## src/rtl/me_frame_scheduler.sv

```systemverilog
// Frame-level scheduler for the hexagon motion-estimation engine: walks every
// 16x16 macroblock in raster order, hands each to the engine and records its result.
module me_frame_scheduler #(
  parameter int unsigned WIDTH  = 352,
  parameter int unsigned HEIGHT = 240
) (
  input  logic              clk,
  input  logic              rst_n,
  input  logic              frame_start,
  input  logic [31:0]       frame_addr_in,
  output logic              me_start,
  output logic [31:0]       me_frame_addr,
  output logic [31:0]       me_mb_x,
  output logic [31:0]       me_mb_y,
  input  logic              me_done,
  input  logic signed [5:0] me_mv_x,
  input  logic signed [5:0] me_mv_y,
  input  logic [15:0]       me_sad,
  output logic              res_we,
  output logic [8:0]        res_addr,
  output logic [31:0]       res_wdata,
  output logic              busy,
  output logic              frame_done,
  output logic [24:0]       frame_sad
);

  localparam int unsigned COLS = WIDTH / 16;
  localparam int unsigned ROWS = HEIGHT / 16;
  localparam int unsigned CW   = (COLS > 1) ? $clog2(COLS) : 1;
  localparam int unsigned RW   = (ROWS > 1) ? $clog2(ROWS) : 1;
  localparam logic [CW-1:0] LAST_COL = CW'(COLS - 1);
  localparam logic [RW-1:0] LAST_ROW = RW'(ROWS - 1);

  typedef enum logic [1:0] {IDLE, ISSUE, RELEASE, DONE} state_t;

  state_t        r_state;
  state_t        w_state_next;
  logic          w_accept;
  logic          w_capture;
  logic          w_step;
  logic          w_launch;
  logic          w_finish;
  logic          w_last;

  logic [CW-1:0] r_col;
  logic [RW-1:0] r_row;
  logic [8:0]    r_idx;
  logic          r_adv;
  logic          r_me_start;
  logic [31:0]   r_frame_addr;
  logic          r_res_we;
  logic [8:0]    r_res_addr;
  logic [31:0]   r_res_wdata;
  logic          r_busy;
  logic          r_frame_done;
  logic [24:0]   r_frame_sad;

  assign w_last = (r_col == LAST_COL) && (r_row == LAST_ROW);

  always_ff @(posedge clk or negedge rst_n) begin
    if (!rst_n) r_state <= IDLE;
    else        r_state <= w_state_next;
  end

  // RELEASE takes two steps between macroblocks: the position advances once
  // me_done is seen low, and me_start rises only on the following edge, so the
  // engine never sees a position change coincide with its start.
  always_comb begin
    w_state_next = r_state;
    w_accept     = 1'b0;
    w_capture    = 1'b0;
    w_step       = 1'b0;
    w_launch     = 1'b0;
    w_finish     = 1'b0;
    case (r_state)
      IDLE: begin
        if (frame_start) begin
          w_accept     = 1'b1;
          w_state_next = ISSUE;
        end
      end
      ISSUE: begin
        if (me_done) begin
          w_capture    = 1'b1;
          w_state_next = RELEASE;
        end
      end
      RELEASE: begin
        if (r_adv) begin
          w_launch     = 1'b1;
          w_state_next = ISSUE;
        end else if (!me_done) begin
          if (w_last) begin
            w_finish     = 1'b1;
            w_state_next = DONE;
          end else begin
            w_step = 1'b1;
          end
        end
      end
      DONE:    w_state_next = IDLE;
      default: w_state_next = IDLE;
    endcase
  end

  always_ff @(posedge clk or negedge rst_n) begin
    if (!rst_n) begin
      r_col        <= '0;
      r_row        <= '0;
      r_idx        <= '0;
      r_adv        <= 1'b0;
      r_me_start   <= 1'b0;
      r_frame_addr <= '0;
      r_res_we     <= 1'b0;
      r_res_addr   <= '0;
      r_res_wdata  <= '0;
      r_busy       <= 1'b0;
      r_frame_done <= 1'b0;
      r_frame_sad  <= '0;
    end else begin
      r_res_we     <= w_capture;
      r_frame_done <= w_finish;
      if (w_accept) begin
        r_frame_addr <= frame_addr_in;
        r_col        <= '0;
        r_row        <= '0;
        r_idx        <= '0;
        r_adv        <= 1'b0;
        r_frame_sad  <= '0;
        r_busy       <= 1'b1;
        r_me_start   <= 1'b1;
      end
      if (w_capture) begin
        r_res_addr  <= r_idx;
        r_res_wdata <= {4'b0000, me_mv_x, me_mv_y, me_sad};
        r_frame_sad <= r_frame_sad + 25'(me_sad);
        r_me_start  <= 1'b0;
      end
      if (w_step) begin
        r_adv <= 1'b1;
        r_idx <= r_idx + 9'd1;
        if (r_col == LAST_COL) begin
          r_col <= '0;
          r_row <= r_row + RW'(1);
        end else begin
          r_col <= r_col + CW'(1);
        end
      end
      if (w_launch) begin
        r_adv      <= 1'b0;
        r_me_start <= 1'b1;
      end
      if (w_finish) r_busy <= 1'b0;
      // Park on macroblock 0 so the next frame's first position is settled early.
      if (r_state == DONE) begin
        r_col <= '0;
        r_row <= '0;
        r_idx <= '0;
      end
    end
  end

  assign me_start      = r_me_start;
  assign me_frame_addr = r_frame_addr;
  assign me_mb_x       = {28'(r_col), 4'b0000};
  assign me_mb_y       = {28'(r_row), 4'b0000};
  assign res_we        = r_res_we;
  assign res_addr      = r_res_addr;
  assign res_wdata     = r_res_wdata;
  assign busy          = r_busy;
  assign frame_done    = r_frame_done;
  assign frame_sad     = r_frame_sad;

endmodule
```

## config.mk

```make
export PLATFORM = sky130hd
export DESIGN_NAME = me_frame_scheduler
export DESIGN_NICKNAME = d
export VERILOG_FILES = /design/src/rtl/me_frame_scheduler.sv
export SDC_FILE = /design/constraint.sdc
export NUM_CORES = 1
export LEC_CHECK = 0
export CORE_MARGIN = 10
export CORE_UTILIZATION = 35
export CTS_CLUSTER_DIAMETER = 60
export DETAILED_ROUTE_END_ITERATION = 16
export PLACE_DENSITY_LB_ADDON = 0.15
export SYNTH_ARGS = -nofsm -noshare
export SYNTH_HDL_FRONTEND = slang
export SYNTH_SLANG_ARGS = --single-unit
```

## constraint.sdc

```tcl
create_clock -name clk -period 2.9 [get_ports clk]
set_input_delay 0.435 -clock clk [delete_from_list [all_inputs] [get_ports clk]]
set_output_delay 0.435 -clock clk [all_outputs]
set_load 0.03 [all_outputs]
```

==> impl_metrics.tcl <==
set metrics [dict create \
    cell_int_power_mw 5.383 \
    irDropWorstVdd_mv 0.5214 \
    yosysMostFrequentCell "sky130_fd_sc_hd__nand2_1" \
    min_period_ns 2.580 \
    grt_pass1_vias 5392 \
    fill_cells 1621 \
    antenna_left 0 \
    yosys.area.top_type "sky130_fd_sc_hd__dfrtp_1" \
    worst_hold_path_type "reg -> reg" \
    worst_slew_pin_slew_ns 0.6333 \
    htree_num_levels 4 \
    clock_edge_transition_at_the_registers_on_the_reported_setup_and_hold_paths_ns 0.05 \
    post_route_cells_drive_above_1_share 0.05727 \
    die-width_um 151.9 \
    synth-async-reset-ratio 1.000 \
    die_y_um 151.9 \
    cap_violations 0 \
    min_period_over_period 0.8898 \
    first_iter_violations 193 \
    routabilityCongestion 0.8242 \
    placement.cell_area_um2 7821 \
    start_util 0.3544 \
    critical_path.max_stage_delay_ns 0.49 \
    clock_network_fraction_of_total_power 0.272 \
    floorplan.core_area_um2 17180 \
    finalNetCount 946 \
    finalSetupViolCount 0 \
    synth_area_per_cell_um2 8.848 \
    detailedPlace.worstSlack_ns -0.07904 \
    antenna_found_initial 0 \
    cts_tree "done" \
    synth.top_cells.by_area "sky130_fd_sc_hd__dfrtp_1, sky130_fd_sc_hd__nand2_1, sky130_fd_sc_hd__buf_4, sky130_fd_sc_hd__ha_1, sky130_fd_sc_hd__o21ai_0" \
    grt_util_all_layers 0.1493 \
    critical_path_arrival_ns 2.88 \
    switching_share 0.3989 \
    number_of_antenna_diodes 0 \
    critPathRequiredTime_ns 3.20 \
    cts-buffers-inserted 17 \
    dp_hpwl_um 13020 \
    synth_edf_count 0 \
    path_cells "clkdlybuf4s50_1, ha_1, inv_1, fa_1, nand2b_1, a21oi_1, o21ai_2, a211oi_1, o21ai_0, a32o_1" \
    post-synth-top-area-fraction 0.4892 \
    worst-setup-path-type "in -> reg" \
    worstSkewPairLatency_ns 0.41 \
    postSynthCellCount 688 \
    io_buffer_count 170 \
    route.final.wire_length_um 17390 \
    layoutNonFillerInstCount 1098 \
    endpoint_kind "register" \
    maxSlewViolCount 0 \
    grt_max_degree 66 \
    globalRouteOverflowTotal 0 \
    fin_hold_ws_ns 0.4666 \
    fin_worst_skew_ns 0.005926 \
    cts_resized 0 \
    slew_headroom 0.5778 \
    ys_seq_elements 119 \
    cts.sinks 119 \
    p_switching_mw 3.572 \
    vias_per_inst 4.668 \
    fin_util 0.4956 \
    run_status "complete, no violations" \
    leakage_nw 4.095 \
    drtPass1Iterations 6 \
    place.detailed.instances 1065 \
    timing.final.hold_violations 0 \
    wire_length_of_the_first_global_routing_pass_um 28480 \
    netlist-cell-type-count 57 \
    seq_area_frac_synth 0.4892 \
    setup_slack_ns 0.3197 \
    route.detailed.drc 0 \
    ctsRootBufferMaster "sky130_fd_sc_hd__clkbuf_16" \
    mappedNetlistArea_um2 6087 \
    synthTopCellsByCount "sky130_fd_sc_hd__nand2_1, sky130_fd_sc_hd__dfrtp_1, sky130_fd_sc_hd__buf_4" \
    max_freq_mhz 387.5 \
    path_buf_inv 2 \
    clock_path_buffers 2 \
    floorplan.rows 48 \
    timing.critical_path.slowest_stage_cell "sky130_fd_sc_hd__clkdlybuf4s50_1" \
    fp.dieArea_um2 23070 \
    unrepaired_setup_endpoints_after_global_routing "false" \
    path_delay_family "compound AO/OA/AOI/OAI gates" \
    power.density_nw_per_um2 1052 \
    area.growth.synth_to_final_pct 39.86 \
    critical_path.startpoint_type "input pin" \
    stdcell_area_um2 8513 \
    power_frac_comb 0.440 \
    power.share.sequential 0.287 \
    ioPinCount 230 \
    synth_flop_cell "sky130_fd_sc_hd__dfrtp_1" \
    synth_warnings 0 \
    via_count 5125 \
    routed_wire_length_per_instance_um 15.84 \
    critPathMaxFanout 3 \
]
logic make-up (layout without fill, tap and decap cells):
logic type / count (synthesis) / in the layout / synth area share
AND/OR/NAND/NOR: 311 / 311 / 0.2156
flip-flops: 119 / 119 / 0.4892
AO/OA/AOI/OAI: 116 / 116 / 0.1178
buffers and inverters: 98 / 225 / 0.09887
adder cells (fa/ha/maj): 22 / 22 / 0.04645
XOR/XNOR: 15 / 15 / 0.02158
multiplexers: 6 / 6 / 0.009867
other: 1 / 59 / 0.0006161
routing by layer:
| layer | vias to the layer above | part of all wire | global-route usage |
|---|---|---|---|
| met1 | 2378 | 0.44 | 0.1737 |
| met2 | 207 | 0.42 | 0.2204 |
| met5 | - | 0 | 0 |
| met3 | 23 | 0.13 | 0.08834 |
| li1 | 2517 | - | - |
| met4 | 0 | 0.016 | 0.05823 |
sequential cells by signal (all words and copies together) (netlist names):
name           count
me_frame_addr     32
res_wdata         28
frame_sad         25
r_idx              9
res_addr           9
r_col              5
r_row              4
r_state            2
busy               1
frame_done         1
me_start           1
r_adv              1
res_we             1
final cells by class:
cell class	instances	area, um^2	share of cell area
Clock buffer	24	491.7	0.05776
Tap cell	225	281.5	0.03307
Clock inverter	8	190.2	0.02234
Timing Repair Buffer	181	1797	0.2111
Multi-Input combinational cell	529	2730	0.3207
Sequential cell	119	2978	0.3498
Inverter	12	45.04	0.005291
worst reg2reg max path, cell delays in order (launching register included):
cell	delay, ns
sky130_fd_sc_hd__dfrtp_1	0.38
sky130_fd_sc_hd__ha_1	0.19
sky130_fd_sc_hd__inv_1	0.06
sky130_fd_sc_hd__fa_1	0.38
sky130_fd_sc_hd__nand2b_1	0.20
sky130_fd_sc_hd__a21oi_1	0.28
sky130_fd_sc_hd__o21ai_2	0.11
sky130_fd_sc_hd__a211oi_1	0.34
sky130_fd_sc_hd__o21ai_0	0.15
sky130_fd_sc_hd__a32o_1	0.27
what timing repair did:
item | CTS | global route
hold buffers | 1 | 0
buffers inserted | 0 | 0
endpoints found under the setup margin | 0 | 0
endpoints found under the hold margin | 32 | 0
power by group through the flow:
stage,clock (mW),combinational [mW],sequential (mW)
detailed placement,0,3.99,2.59
global route,2.58,4.31,2.65
finish,2.44,3.94,2.57
floorplan,0,1.50,3.50
CTS,2.50,4.00,2.58
global placement,0,3.95,2.57
metrics by stage:
step | TNS [ns] | power (mW)
after floorplan | 0 | 5.004
after global placement | -0.03688 | 6.517
after detailed placement | -0.08384 | 6.575
after CTS | 0 | 9.081
after global routing | 0 | 9.535
final | 0 | 8.955
final timing paths:
path | startpoint | endpoint | slack [ns] | cells after the start
min | me_frame_addr[29] | me_frame_addr[29] | 0.47 | 2
max reg2reg | frame_sad[0] | frame_sad[14] | 0.44 | 9
max | me_sad[0] | frame_sad[14] | 0.32 | 10
min reg2reg | me_frame_addr[29] | me_frame_addr[29] | 0.47 | 2
max in group asynchronous | rst_n | me_frame_addr[27] | 1.67 | 3
min in group asynchronous | rst_n | res_wdata[27] | 0.52 | 2
cells in the final DEF (no fill, tap or decap), types with 3 or more instances in the layout:
master,netlist,final
sky130_fd_sc_hd__mux2i_1,6,6
sky130_fd_sc_hd__ha_1,21,21
sky130_fd_sc_hd__xor2_1,12,12
sky130_fd_sc_hd__o21a_1,4,4
sky130_fd_sc_hd__buf_4,60,10
sky130_fd_sc_hd__nand3_1,13,12
sky130_fd_sc_hd__a21o_1,4,4
sky130_fd_sc_hd__clkbuf_8,0,4
sky130_fd_sc_hd__nand2b_1,11,11
sky130_fd_sc_hd__and4_1,4,4
sky130_fd_sc_hd__nand2_1,243,243
sky130_fd_sc_hd__o211ai_1,4,4
sky130_fd_sc_hd__a21oi_1,26,26
sky130_fd_sc_hd__o21ai_0,48,48
sky130_fd_sc_hd__inv_1,10,10
sky130_fd_sc_hd__bufinv_16,0,6
sky130_fd_sc_hd__clkbuf_16,0,17
sky130_fd_sc_hd__clkbuf_1,14,3
sky130_fd_sc_hd__nor3_1,4,4
sky130_fd_sc_hd__nor2_1,16,16
sky130_fd_sc_hd__and3_1,9,9
sky130_fd_sc_hd__xnor2_1,3,3
sky130_fd_sc_hd__conb_1,1,59
sky130_fd_sc_hd__dfrtp_1,119,119
sky130_fd_sc_hd__o31ai_1,6,6
sky130_fd_sc_hd__clkdlybuf4s50_1,0,169
No activity file was read; power rests on OpenSTA's default activity.
